<file path="src/rtl/serial_priority_encoder.sv">
// ============================================================================
// serial_priority_encoder : streams the index of every set bit, lowest first
// Rev 1.0 - initial release
// ============================================================================
`default_nettype none

module serial_priority_encoder #(
  parameter int N = 8
) (
  input  logic                 clk,
  input  logic                 rst,
  input  logic                 in_valid,
  output logic                 in_ready,
  input  logic [N-1:0]         in_vec,
  output logic                 out_valid,
  input  logic                 out_ready,
  output logic [$clog2(N)-1:0] out_idx,
  output logic                 out_last,
  output logic                 out_none
);

  localparam int W = $clog2(N);

  typedef enum logic [0:0] {
    IDLE = 1'b0,
    EMIT = 1'b1
  } state_t;

  state_t         state_q;
  logic [N-1:0]   mask_q;
  logic [N-1:0]   w_mask_clr;
  logic [W-1:0]   w_idx;
  logic           w_single;
  logic           w_empty;
  logic           w_emit;

  // Scan from the top so the last hit, i.e. the lowest set bit, wins.
  always_comb begin
    w_idx = '0;
    for (int i = N - 1; i >= 0; i--) begin
      if (mask_q[i]) begin
        w_idx = W'(i);
      end
    end
  end

  assign w_mask_clr = mask_q & (mask_q - N'(1));
  assign w_empty    = (mask_q == '0);
  assign w_single   = !w_empty && (w_mask_clr == '0);
  assign w_emit     = (state_q == EMIT);

  // Mask is always zero in IDLE, so the index needs no state gating.
  assign in_ready  = !w_emit;
  assign out_valid = w_emit;
  assign out_idx   = w_idx;
  assign out_none  = w_emit && w_empty;
  assign out_last  = w_emit && (w_empty || w_single);

  always_ff @(posedge clk or posedge rst) begin
    if (rst) begin
      state_q <= IDLE;
      mask_q  <= '0;
    end else begin
      case (state_q)
        IDLE: begin
          if (in_valid) begin
            mask_q  <= in_vec;
            state_q <= EMIT;
          end
        end
        EMIT: begin
          if (out_ready) begin
            if (out_last) begin
              mask_q  <= '0;
              state_q <= IDLE;
            end else begin
              mask_q  <= w_mask_clr;
            end
          end
        end
        default: begin
          state_q <= IDLE;
          mask_q  <= '0;
        end
      endcase
    end
  end

endmodule

`default_nettype wire

</file>
<file path="config.mk">
export PLATFORM = sky130hd
export DESIGN_NAME = serial_priority_encoder
export DESIGN_NICKNAME = d
export VERILOG_FILES = /design/src/rtl/serial_priority_encoder.sv
export SDC_FILE = /design/constraint.sdc
export NUM_CORES = 1
export LEC_CHECK = 0
export CORE_MARGIN = 2
export CORE_UTILIZATION = 43
export CTS_CLUSTER_DIAMETER = 60
export DETAILED_ROUTE_END_ITERATION = 8
export GPL_TIMING_DRIVEN = 0
export PLACE_DENSITY = 0.76
export SLEW_MARGIN = 20
export SYNTH_ARGS = -nofsm -noshare
export SYNTH_HDL_FRONTEND = slang
export SYNTH_SLANG_ARGS = --single-unit
</file>
<file path="constraint.sdc">
create_clock -name clk -period 2 [get_ports clk]
set_clock_uncertainty 0.1 [all_clocks]
set_input_delay 0.2 -clock clk [delete_from_list [all_inputs] [get_ports clk]]
set_output_delay 0.2 -clock clk [all_outputs]
set_load 0.005 [all_outputs]
</file>
==> results_dict.tcl <==
set metrics [dict create \
    ctsHtreeMaxLevel 1 \
    synth_top_area_cell "dfrtp_1" \
    r2r_end "mask_q[7]" \
    critPathMaxFanout 2 \
    synthesis.area_um2 577 \
    drt_iter0_drc 25 \
    ir_drop_uv 860 \
    rr_startpoint "mask_q[1]" \
    powerDensity_nw_per_um2 1670 \
    yosys_warnings 0 \
    synth_top_area_share_pct 39.0 \
    io_pins 19 \
    n_antenna_cell 0 \
    dieArea_um2 1650 \
    vias_per_cell 5.84 \
    place_congestion 0.688 \
    port_buffers 18 \
    via_count 666 \
    synth_cells 68 \
    yosysSeqAreaShare_pct 39.0 \
    wire_per_inst_um 14.9 \
    drcViolationCount 0 \
    nNetsFinal 112 \
    start_util_pct 45.5 \
    grt_busiest_layer "met2" \
    std_cell_rows 13 \
    areaGrowthSynthToFinish_pct 60.3 \
    hp-class "primary input to async pin" \
    final_area_um2 925 \
    start_kind "flip-flop" \
    antenna_left 0 \
    gr-total-overflow 0 \
    dr.pass1.iters 4 \
    worst_r2r_path_depth 5 \
    maxSlewHeadroom_pct 68.8 \
    core_um2 1270 \
    status "complete, no violations" \
    place_hpwl_mm 1.00 \
    cts_tree "built" \
    synth.avg_cell_area_um2 8.48 \
    grtUsageMet1_pct 26.2 \
    final_util_pct 72.9 \
    drive_above_1_share_pct 33.3 \
    grt_use_total_pct 21.0 \
    cts.path.max_buffers 2 \
    antenna_found_initial 0 \
    critPathKind "flip-flop to output port" \
    worst_pin_slew_ns 0.466 \
    wirelength_mm 1.70 \
    grt_max_degree 11 \
    whs_ns 0.111 \
    placed_cell_area_um2 776 \
    synth_nets 80 \
    synth_seq_cells 9 \
    maxCapViolCount 0 \
    synth_area_leaders "dfrtp_1, o21ai_0, a21oi_1, a22o_1, nor3_1" \
    hold_buffers 0 \
    arrival_ns 1.67 \
    cts_buffers 3 \
    clkSlewWorstSetupHoldPaths_ns 0.07 \
    crit_required_ns 1.70 \
    die_y_um 40.6 \
    cp-end-kind "output port" \
    grt_pass1_wl_mm 2.28 \
    die_w_um 40.6 \
    clock-sinks 9 \
    drv_slew 0 \
    use_met3_pct 4.89 \
    ys_types 25 \
    fmaxAchievable_ghz 0.506 \
    clock_latency_ns 0.27 \
    setup_viol 0 \
    finalCritPeriodShare_pct 98.7 \
    finalCriticalPeriod_ns 1.97 \
    grt_pass1_vias 532 \
    hold_viol_final 0 \
    clock_tree.root_cell "clkbuf_4" \
    grtUsageMet2_pct 36.1 \
    r2r_slack_ns 0.06 \
    p_leak_nw 0.422 \
]
what timing repair did:
item | 4_1_cts | 5_1_grt
buffers inserted | 8 | 4
resized for setup | 15 | 6
cloned | 0 | 0
setup endpoints to repair | 5 | 3
pin swaps | 3 | 1
routing by layer:
| layer | vias to the layer above | part of all wire (%) |
|---|---|---|
| met3 | 2 | 7.8 |
| met1 | 313 | 41 |
| met4 | 0 | 0.47 |
| met2 | 40 | 50 |
| met5 | - | 0 |
| li1 | 311 | - |
worst max path at each step:
stage               startpoint  slack (ns)    endpoint  cells past startpoint
floorplan            mask_q[0]        0.24   mask_q[7]                      4
global placement     mask_q[2]       -0.24    out_last                      5
detailed placement   mask_q[2]       -0.23    out_last                      5
CTS                  mask_q[3]       0.002  out_idx[1]                      5
global route         mask_q[3]       -0.03    out_last                      5
finish               mask_q[3]        0.03    out_last                      5
cell usage after synthesis:
cell type	instances
a211oi_1	2
a21o_1	1
a21o_2	1
a21oi_1	6
a22o_1	3
a22o_2	1
a22oi_1	2
and3_1	1
clkbuf_1	3
clkbuf_2	2
dfrtp_1	9
inv_1	5
nand2_1	5
nand2b_1	1
nor2_1	3
nor2b_1	2
nor3_1	4
nor4_1	2
o211ai_1	2
o21ai_0	8
o21bai_1	1
o311ai_2	1
o31a_2	1
or3b_4	1
or4_4	1
worst max-delay path, stage by stage (launching register included):
cell and delay, ns:
dfrtp_2 0.43, nor4_4 0.30, buf_4 0.16, o211ai_1 0.10, a21oi_2 0.16, dlygate4sd2_1 0.25
kinds of logic (layout without fill, tap and decap cells):
kind of cell / Yosys count / count (layout) / synth area share (%)
flops: 9 / 9 / 39.0
simple gates: 20 / 20 / 19.1
compound gates: 29 / 29 / 34.9
buf+inv: 10 / 41 / 6.94
layout make-up:
class,instances,area (um2)
inverter,5,18.8
sequential,9,234
multi-input combinational,49,350
fill,96,344
clock buffer,4,26.3
tap,15,18.8
buffer,2,8.76
timing repair buffer,30,268
layout by cell type (no fill, tap or decap), drive strengths merged:
| master | instances |
|---|---|
| nor4 | 2 |
| clkdlybuf4s50 | 13 |
| nor2 | 3 |
| dfrtp | 9 |
| a21oi | 6 |
| o311ai | 1 |
| nand2b | 1 |
| a22oi | 2 |
| nor2b | 2 |
| clkbuf | 6 |
| o21bai | 1 |
| nand2 | 5 |
| buf | 12 |
| nor3 | 4 |
| dlymetal6s2s | 1 |
| o31a | 1 |
| and3 | 1 |
| o21ai | 8 |
| or3b | 1 |
| a211oi | 2 |
| a21o | 2 |
| inv | 5 |
| o211ai | 2 |
| dlygate4sd2 | 4 |
| or4 | 1 |
| a22o | 4 |
flip-flops by register name, indices dropped and copies added (netlist names):
name and flops:
mask_q 8, out_valid 1
report_power, final:
group | switching, mW | internal [mW]
combinational | 0.438 | 0.568
clock | 0.0732 | 0.0772
sequential | 0.119 | 0.266
total | 0.631 | 0.912
stage by stage:
stage	power (mW)	worst slack [ns]	TNS [ns]	cells
2_1_floorplan	0.799	0.238	0	68
3_3_place_gp	1.12	-0.235	-0.321	101
3_5_place_dp	1.14	-0.232	-0.369	101
4_1_cts	1.42	0.00249	0	110
5_1_grt	1.65	-0.0300	-0.0300	114
6_report	1.54	0.0256	0	114
Power figures use the tool's default switching activity.
